`config.mk`:
```
export PLATFORM = sky130hd
export DESIGN_NAME = instr_fetch_assembler
export DESIGN_NICKNAME = d
export VERILOG_FILES = /design/src/rtl/instr_fetch_assembler_pkg.sv /design/src/rtl/instr_fetch_assembler_length_detect.sv /design/src/rtl/instr_fetch_assembler.sv
export SDC_FILE = /design/constraint.sdc
export NUM_CORES = 1
export LEC_CHECK = 0
export CAP_MARGIN = 20
export CORE_MARGIN = 2
export CORE_UTILIZATION = 45
export CTS_BUF_LIST = sky130_fd_sc_hd__clkbuf_8
export DETAILED_ROUTE_END_ITERATION = 10
export DONT_BUFFER_PORTS = 1
export RECOVER_POWER = 50
export SKIP_CTS_REPAIR_TIMING = 1
export SLEW_MARGIN = 10
export SYNTH_ARGS = -nofsm -noshare
export SYNTH_HDL_FRONTEND = slang
export SYNTH_HIERARCHICAL = 1
export SYNTH_SLANG_ARGS = --single-unit
```
`constraint.sdc`:
```
create_clock -name clk -period 3.97 [get_ports clk]
set_clock_uncertainty 0.1 [all_clocks]
set_input_delay 0.5955 -clock clk [delete_from_list [all_inputs] [get_ports clk]]
set_output_delay 0.5955 -clock clk [all_outputs]
set_load 0.005 [all_outputs]
```
`src/rtl/instr_fetch_assembler_pkg.sv`:
```
// Shared definitions for the instruction fetch stage: FSM state encoding and
// the group-5 (two-word instruction) identifier, which the decoder package
// also uses so that fetch and decode agree on what a long instruction is.
package pkg_instr_fetch;

  typedef enum logic [1:0] {
    FETCH_HI = 2'd0,
    FETCH_LO = 2'd1,
    HOLD     = 2'd2,
    DISCARD  = 2'd3
  } fetch_state_e;

  // Group field lives in bits [15:10] of the first instruction word.
  localparam int unsigned GROUP_MSB = 15;
  localparam int unsigned GROUP_LSB = 10;
  localparam logic [5:0]  GROUP5_ID = 6'b111000;

  // True when the first word of an instruction announces a second word.
  function automatic logic is_group5(input logic [15:0] word);
    return (word[GROUP_MSB:GROUP_LSB] == GROUP5_ID);
  endfunction

endpackage

```
`src/rtl/instr_fetch_assembler_length_detect.sv`:
```
// Combinational length detector: flags group-5 first words, which are
// followed by a second instruction word. All other encodings, including
// unknown groups, are treated as one-word instructions.
module instr_length_detect
  import pkg_instr_fetch::*;
(
  input  logic [15:0] word,
  output logic        is_long
);

  assign is_long = is_group5(word);

endmodule

```
`src/rtl/instr_fetch_assembler.sv`:
```
// Instruction fetch/assemble stage. Fetches one or two 16-bit words from
// instruction memory over req/ack, assembles them into a complete
// instruction and hands it to decode over valid/ready. No prefetch: a new
// fetch starts only after the held instruction is accepted or dropped.
// Redirects flush whatever is in flight; a request already presented to
// memory is never withdrawn, it is drained in DISCARD and its data dropped.
module instr_fetch_assembler
  import pkg_instr_fetch::*;
#(
  parameter int unsigned            ADDR_WIDTH = 16,
  parameter logic [ADDR_WIDTH-1:0]  RESET_PC   = '0
) (
  input  logic                  clk,
  input  logic                  rst_n,
  // instruction memory
  output logic                  mem_req,
  output logic [ADDR_WIDTH-1:0] mem_addr,
  input  logic                  mem_ack,
  input  logic [15:0]           mem_rdata,
  // redirect from control
  input  logic                  redirect_valid,
  input  logic [ADDR_WIDTH-1:0] redirect_pc,
  // assembled instruction to decode
  output logic                  out_valid,
  input  logic                  out_ready,
  output logic [15:0]           instr_hi,
  output logic [15:0]           instr_lo,
  output logic                  instr_is_long,
  output logic [ADDR_WIDTH-1:0] instr_pc
);

  localparam logic [ADDR_WIDTH-1:0] PC_ONE = ADDR_WIDTH'(1);

  fetch_state_e          state_q,        state_d;
  logic [ADDR_WIDTH-1:0] pc_q,           pc_d;
  logic [ADDR_WIDTH-1:0] discard_addr_q, discard_addr_d;
  logic [15:0]           instr_hi_q,     instr_hi_d;
  logic [15:0]           instr_lo_q,     instr_lo_d;
  logic                  is_long_q,      is_long_d;
  logic [ADDR_WIDTH-1:0] instr_pc_q,     instr_pc_d;

  logic                  rdata_is_long;

  instr_length_detect u_len (
    .word    (mem_rdata),
    .is_long (rdata_is_long)
  );

  // Next-state and datapath update; redirect overrides everything else.
  always_comb begin
    state_d        = state_q;
    pc_d           = pc_q;
    discard_addr_d = discard_addr_q;
    instr_hi_d     = instr_hi_q;
    instr_lo_d     = instr_lo_q;
    is_long_d      = is_long_q;
    instr_pc_d     = instr_pc_q;

    case (state_q)
      FETCH_HI: begin
        if (redirect_valid) begin
          pc_d = redirect_pc;
          if (mem_ack) begin
            state_d = FETCH_HI;
          end else begin
            // Request is outstanding: remember where it went and drain it.
            discard_addr_d = pc_q;
            state_d        = DISCARD;
          end
        end else if (mem_ack) begin
          instr_hi_d = mem_rdata;
          instr_pc_d = pc_q;
          pc_d       = pc_q + PC_ONE;
          if (rdata_is_long) begin
            is_long_d = 1'b1;
            state_d   = FETCH_LO;
          end else begin
            instr_lo_d = 16'h0000;
            is_long_d  = 1'b0;
            state_d    = HOLD;
          end
        end
      end

      FETCH_LO: begin
        if (redirect_valid) begin
          pc_d = redirect_pc;
          if (mem_ack) begin
            state_d = FETCH_HI;
          end else begin
            discard_addr_d = pc_q;
            state_d        = DISCARD;
          end
        end else if (mem_ack) begin
          instr_lo_d = mem_rdata;
          pc_d       = pc_q + PC_ONE;
          state_d    = HOLD;
        end
      end

      HOLD: begin
        if (redirect_valid) begin
          // Held instruction is dropped even if decode is ready this cycle.
          pc_d    = redirect_pc;
          state_d = FETCH_HI;
        end else if (out_ready) begin
          state_d = FETCH_HI;
        end
      end

      DISCARD: begin
        if (redirect_valid) begin
          // Newer target wins; the abandoned request is still being drained.
          pc_d    = redirect_pc;
          state_d = DISCARD;
        end else if (mem_ack) begin
          state_d = FETCH_HI;
        end
      end

      default: begin
        state_d = FETCH_HI;
      end
    endcase
  end

  // State and instruction registers with asynchronous active-low reset.
  always_ff @(posedge clk or negedge rst_n) begin
    if (!rst_n) begin
      state_q        <= FETCH_HI;
      pc_q           <= RESET_PC;
      discard_addr_q <= RESET_PC;
      instr_hi_q     <= 16'h0000;
      instr_lo_q     <= 16'h0000;
      is_long_q      <= 1'b0;
      instr_pc_q     <= RESET_PC;
    end else begin
      state_q        <= state_d;
      pc_q           <= pc_d;
      discard_addr_q <= discard_addr_d;
      instr_hi_q     <= instr_hi_d;
      instr_lo_q     <= instr_lo_d;
      is_long_q      <= is_long_d;
      instr_pc_q     <= instr_pc_d;
    end
  end

  // Request is gated by rst_n so memory sees no request while in reset.
  assign mem_req       = rst_n && (state_q != HOLD);
  assign mem_addr      = (state_q == DISCARD) ? discard_addr_q : pc_q;

  // out_valid is a pure decode of the registered state.
  assign out_valid     = (state_q == HOLD);
  assign instr_hi      = instr_hi_q;
  assign instr_lo      = instr_lo_q;
  assign instr_is_long = is_long_q;
  assign instr_pc      = instr_pc_q;

endmodule

```
==> impl_metrics.env, run 1 <==
export IMPL_outcome="finished with violations"
export IMPL_violations="capacitance limit, slew limit"
export IMPL_grt_ovfl_total=0
export IMPL_avgSynthCellArea_sq_um=11.8
export IMPL_ios=104
export IMPL_ys_top_cells_by_count="dfrtp_1 (83), mux2_2 (67), nand2_1 (49)"
export IMPL_hp_start="redirect_valid"
export IMPL_die_h_um=95.3
export IMPL_period_minus_slack_ps=2760
export IMPL_place_gp_congestion=0.734
export IMPL_relSlewSlack_pct=-35.0
export IMPL_grt_usage_pct=17.2
export IMPL_worstSkewPairLatency_ps=360
export IMPL_power_density_mw_per_mm2=671
export IMPL_rr_endpoint="instr_hi[8]$_DFFE_PN0P_"
export IMPL_synth_largest_area_cell="dfrtp_1"
export IMPL_synth_most_common_cell="dfrtp_1"
export IMPL_cts_made_buffers=9
export IMPL_detail_route_antenna_nets=0
export IMPL_maxCapViolCount=1
export IMPL_fillerInstances=714
export IMPL_start_kind="register"
export IMPL_busiest_layer="met2"
export IMPL_syn_inst=317
export IMPL_drt_iter0_drc=99
export IMPL_layout_worst_path_cycle_share_pct=69.6
export IMPL_clk_path_buf_depth=2
export IMPL_dieWidth_um=95.3
export IMPL_worstHoldPathType="input pin to register"
export IMPL_min_to="pc_q[8]$_DFFE_PN0P_"
export IMPL_portBuffers=0
export IMPL_drc_errors=0
export IMPL_multi_input_area_sq_mm=0.00156
export IMPL_cts_root_buf="clkbuf_8"
export IMPL_max_vdd_ir_drop_v=0.000271
export IMPL_dp_hpwl_um=5160
export IMPL_hold_depth=1
export IMPL_routed_wl_um=7710
export IMPL_first_pass_iters=4
export IMPL_synthArstFlopShare_pct=100
export IMPL_worstSetupPathType="register to output port"
export IMPL_nets=348
export IMPL_vias_per_cell=5.51
export IMPL_area_growth_syn_to_layout_pct=7.37
export IMPL_post_dp_cell_area_sq_mm=0.00380
export IMPL_grt_max_degree=85
export IMPL_grt_pass1_wl_um=11800
export IMPL_yosysUniqueCellTypes=38
export IMPL_grt_util_met3_pct=6.80
export IMPL_ys_seq_area_share_pct=55.3
export IMPL_cts_sink_count=83
export IMPL_antenna_found_initial=0
export IMPL_cts_tree="done"
export IMPL_critical_path_required_ps=3270
export IMPL_crit_path_end_kind="output port"
export IMPL_cp_max_fo=17
export IMPL_r2r_start="state_q[1]$_DFFE_PN0P_"
export IMPL_design_area_sq_mm=0.00403
export IMPL_p_leak_nw=1.67
export IMPL_max_freq_mhz=362
export IMPL_reg2reg_slack_ps=1670
export IMPL_ff2ff_path_depth=3
export IMPL_worstPathArrival_ps=2070
export IMPL_ys_top_cells_by_area="dfrtp_1 (55%), mux2_2 (20%), nand2_1 (4.9%)"
export IMPL_wl_per_cell_um=18.4
export IMPL_grt_pass1_vias=2218
export IMPL_fin_tns_setup_ps=0
export IMPL_core_area_sq_mm=0.00813
export IMPL_rows=33
export IMPL_start_util_pct=46.1
export IMPL_use_met1_pct=23.0
export IMPL_diodes=0
export IMPL_vias=2314
export IMPL_register_area_sq_mm=0.00208
export IMPL_slew_viol_final=84
export IMPL_grt_use_met2_pct=25.2
export IMPL_dieArea_sq_mm=0.00909
export IMPL_final_core_util_pct=49.5
export IMPL_synth_enable_flop_cells=0
export IMPL_synth_seq_cells=83
export IMPL_p_total_w=0.00271
export IMPL_setup_viol=0
export IMPL_synth_warnings=6
export IMPL_synth_nets=355
export IMPL_ys_flop_type="dfrtp_1"
export IMPL_drive_gt1_share_pct=29.2
export IMPL_synth_top_area_share_pct=55.3
export IMPL_rsz0062_at_grt="no"
export IMPL_hold_viol_final=0
export IMPL_cts_htree_levels=3
export IMPL_synth_area_sq_mm=0.00375
export IMPL_clk_pin_slew_ps=90
export IMPL_worst_pin_slew_ps=2020
-- worst max-delay path by stage --
stage	start	to
2_1_floorplan	state_q[1]$_DFFE_PN0P_	mem_addr[10]
3_3_place_gp	state_q[1]$_DFFE_PN0P_	mem_addr[1]
3_5_place_dp	state_q[1]$_DFFE_PN0P_	mem_addr[1]
4_1_cts	state_q[1]$_DFFE_PN0P_	mem_addr[1]
5_1_grt	state_q[1]$_DFFE_PN0P_	mem_addr[13]
6_report	state_q[1]$_DFFE_PN0P_	mem_addr[13]
-- metal layers --
layer | routed length, um | vias up
met5 | 0 | -
met4 | 78 | 0
met3 | 634 | 7
met2 | 3450 | 70
met1 | 3550 | 1145
li1 | - | 1092
-- sequential cells by signal (all words and copies together), names as in the netlist --
name,count
instr_lo,16
discard_addr_q,16
instr_pc,16
state_q,2
instr_is_long,1
pc_q,16
instr_hi,16
-- layout make-up --
cell class              instances  share of cell area [%]
clock inverters                 6                    2.20
multi-input cells             208                    38.6
flip-flops and latches         83                    51.5
inverters                       5                   0.466
clock buffers                  10                    3.42
well taps                     105                    3.26
repair buffers                  3                   0.497
-- cells in the final DEF (no fill, tap or decap), types with 3 or more instances in the layout --
| cell type | count |
|---|---|
| xnor2_1 | 5 |
| a21oi_1 | 3 |
| nand4_1 | 7 |
| nor3b_1 | 3 |
| mux2_2 | 67 |
| xor2_1 | 5 |
| inv_1 | 5 |
| nor3_1 | 3 |
| nand2_1 | 49 |
| nor4_1 | 6 |
| nor2_1 | 5 |
| nor2b_1 | 4 |
| dfrtp_1 | 83 |
| o21ai_0 | 28 |
| clkbuf_8 | 10 |
| a221o_1 | 3 |
-- worst max-delay path: stages (launching register included) --
cell and delay (ps):
dfrtp_1 620, nand2_1 590, mux2_2 500
-- through the flow --
step | hold WS [ps] | setup slack, ps | instances
floorplan | 200 | 1910 | 317
global placement | 203 | 1550 | 402
detailed placement | 202 | 1550 | 402
CTS | -191 | 1150 | 418
global route | 219 | 1070 | 420
finish | 240 | 1210 | 420
-- report_power, final --
part           internal, W  switching [W]
Clock             0.000371       0.000314
Combinational     0.000341       0.000258
Sequential         0.00116       0.000261
-- kinds of logic (layout without fill, tap and decap cells) --
logic type | Yosys count | count (layout) | synth area share (%)
fa+ha+maj | 1 | 1 | 0.333
simple gates | 88 | 88 | 12.2
compound gates | 41 | 41 | 6.27
xor+xnor | 10 | 10 | 2.33
mux | 68 | 68 | 20.4
flops | 83 | 83 | 55.3
buf+inv | 26 | 24 | 3.20
No activity file was read; power rests on OpenSTA's default activity.
==> run 2, diff against run 1 <==
Clock period 3.97 ns to 2.6 ns, I/O delays scaled along.
==> impl_metrics.env, run 2 (synthesized netlist as in run 1, its figures left out) <==
export IMPL_max_stage_delay_ps=410
export IMPL_hold_ws_ps=42.6
export IMPL_design_area_sq_mm=0.00408
export IMPL_hold_depth=1
export IMPL_place_gp_congestion=0.808
export IMPL_cts_made_buffers=9
export IMPL_drt_iter0_drc=129
export IMPL_start_util_pct=46.1
export IMPL_diodes=0
export IMPL_layout_worst_path_cycle_share_pct=82.4
export IMPL_post_dp_cell_area_sq_mm=0.00385
export IMPL_power_density_mw_per_mm2=1000
export IMPL_r2r_start="pc_q[0]$_DFFE_PN0P_"
export IMPL_min_to="pc_q[10]$_DFFE_PN0P_"
export IMPL_place_inst=408
export IMPL_worstSkewPairLatency_ps=350
export IMPL_detail_route_antenna_nets=0
export IMPL_p_leak_nw=1.70
export IMPL_final_common_cell="dfrtp_1"
export IMPL_register_area_sq_mm=0.00208
export IMPL_area_growth_syn_to_layout_pct=8.80
export IMPL_rsz0062_at_grt="no"
export IMPL_nets=354
export IMPL_grt_pass1_wl_um=12000
export IMPL_core_area_sq_mm=0.00813
export IMPL_cp_max_fo=17
export IMPL_worstSetupPathType="register to output port"
export IMPL_fin_tns_setup_ps=0
export IMPL_vias_per_cell=5.39
export IMPL_max_vdd_ir_drop_v=0.000373
export IMPL_outcome="finished, final reports clean"
export IMPL_relSlewSlack_pct=26.0
export IMPL_wl_per_cell_um=18.0
export IMPL_clk_path_buf_depth=2
export IMPL_start_kind="register"
export IMPL_rr_endpoint="pc_q[12]$_DFFE_PN0P_"
export IMPL_path_delay_family="buffers and inverters"
export IMPL_die_h_um=95.3
export IMPL_cts_root_buf="clkbuf_8"
export IMPL_rows=33
export IMPL_antenna_found_initial=0
export IMPL_cts_htree_levels=3
export IMPL_drc_errors=0
export IMPL_hold_viol_final=0
export IMPL_grt_max_degree=85
export IMPL_cts_sink_count=83
export IMPL_drive_gt1_share_pct=30.5
export IMPL_crit_chain="buf_4 -> nand2_1 -> buf_4 -> mux2_2"
export IMPL_dieArea_sq_mm=0.00909
export IMPL_slew_viol_final=0
export IMPL_ios=104
export IMPL_crit_path_end_kind="output port"
export IMPL_reg2reg_slack_ps=540
export IMPL_setup_viol=0
export IMPL_worst_pin_slew_ps=1110
export IMPL_mostFrequentLayoutCells="dfrtp_1 (83), mux2_2 (67), nand2_1 (49)"
export IMPL_critical_path_required_ps=2110
export IMPL_cp_slowest_cell="mux2_2"
export IMPL_vias=2295
export IMPL_hp_start="redirect_valid"
export IMPL_fillerInstances=703
export IMPL_routed_wl_um=7650
export IMPL_period_minus_slack_ps=2140
export IMPL_multi_input_area_sq_mm=0.00156
export IMPL_stdcell_count=426
export IMPL_max_freq_mhz=466
export IMPL_grt_usage_pct=17.5
export IMPL_cts_tree="done"
export IMPL_path_common_cell="buf_4"
export IMPL_worstHoldPathType="input pin to register"
export IMPL_clk_pin_slew_ps=80
export IMPL_critPathBufInv=2
export IMPL_ff2ff_path_depth=4
export IMPL_grt_ovfl_total=0
export IMPL_portBuffers=0
export IMPL_maxCapViolCount=0
export IMPL_dp_hpwl_um=5220
export IMPL_grt_pass1_vias=2234
export IMPL_first_pass_iters=4
export IMPL_dieWidth_um=95.3
export IMPL_worstPathArrival_ps=1650
run 2: power breakdown:
| part | leakage (nW) | switching [W] | internal (W) |
|---|---|---|---|
| registers | 1.03 | 0.000364 | 0.00177 |
| logic | 0.565 | 0.000432 | 0.000553 |
| clock network | 0.108 | 0.000445 | 0.000519 |
run 2: metal layers:
layer	part of all wire, %	vias to the layer above	GRT usage, %
li1	-	1108	-
met3	7.8	8	6.32
met5	0	-	0
met2	45	68	24.5
met4	1.5	0	7.97
met1	45	1111	24.3
run 2: worst max-delay path by stage:
stage,startpoint,endpoint,slack [ps],depth (start not counted)
after detailed placement,pc_q[0]$_DFFE_PN0P_,pc_q[12]$_DFFE_PN0P_,580,4
after global routing,state_q[1]$_DFFE_PN0P_,mem_addr[15],360,4
after global placement,pc_q[0]$_DFFE_PN0P_,pc_q[12]$_DFFE_PN0P_,670,4
final,state_q[1]$_DFFE_PN0P_,mem_addr[1],460,4
after floorplan,state_q[1]$_DFFE_PN0P_,mem_addr[10],740,4
after CTS,state_q[1]$_DFFE_PN0P_,mem_addr[15],420,4
run 2: final cells by class:
class	count	area share, %
sequential	83	50.9
multi-input combinational	208	38.2
clock buffer	12	4.04
tap	105	3.22
timing repair buffer	9	2.02
clock inverter	4	1.16
inverter	5	0.460
run 2: stage by stage:
step / util, % / setup WS [ps] / power, W
after global routing: 50.2 / 361 / 0.00437
after detailed placement: 47.4 / 578 / 0.00315
final: 50.2 / 456 / 0.00409
after global placement: 47.4 / 667 / 0.00311
after CTS: 50.0 / 420 / 0.00412
after floorplan: - / 743 / 0.00288
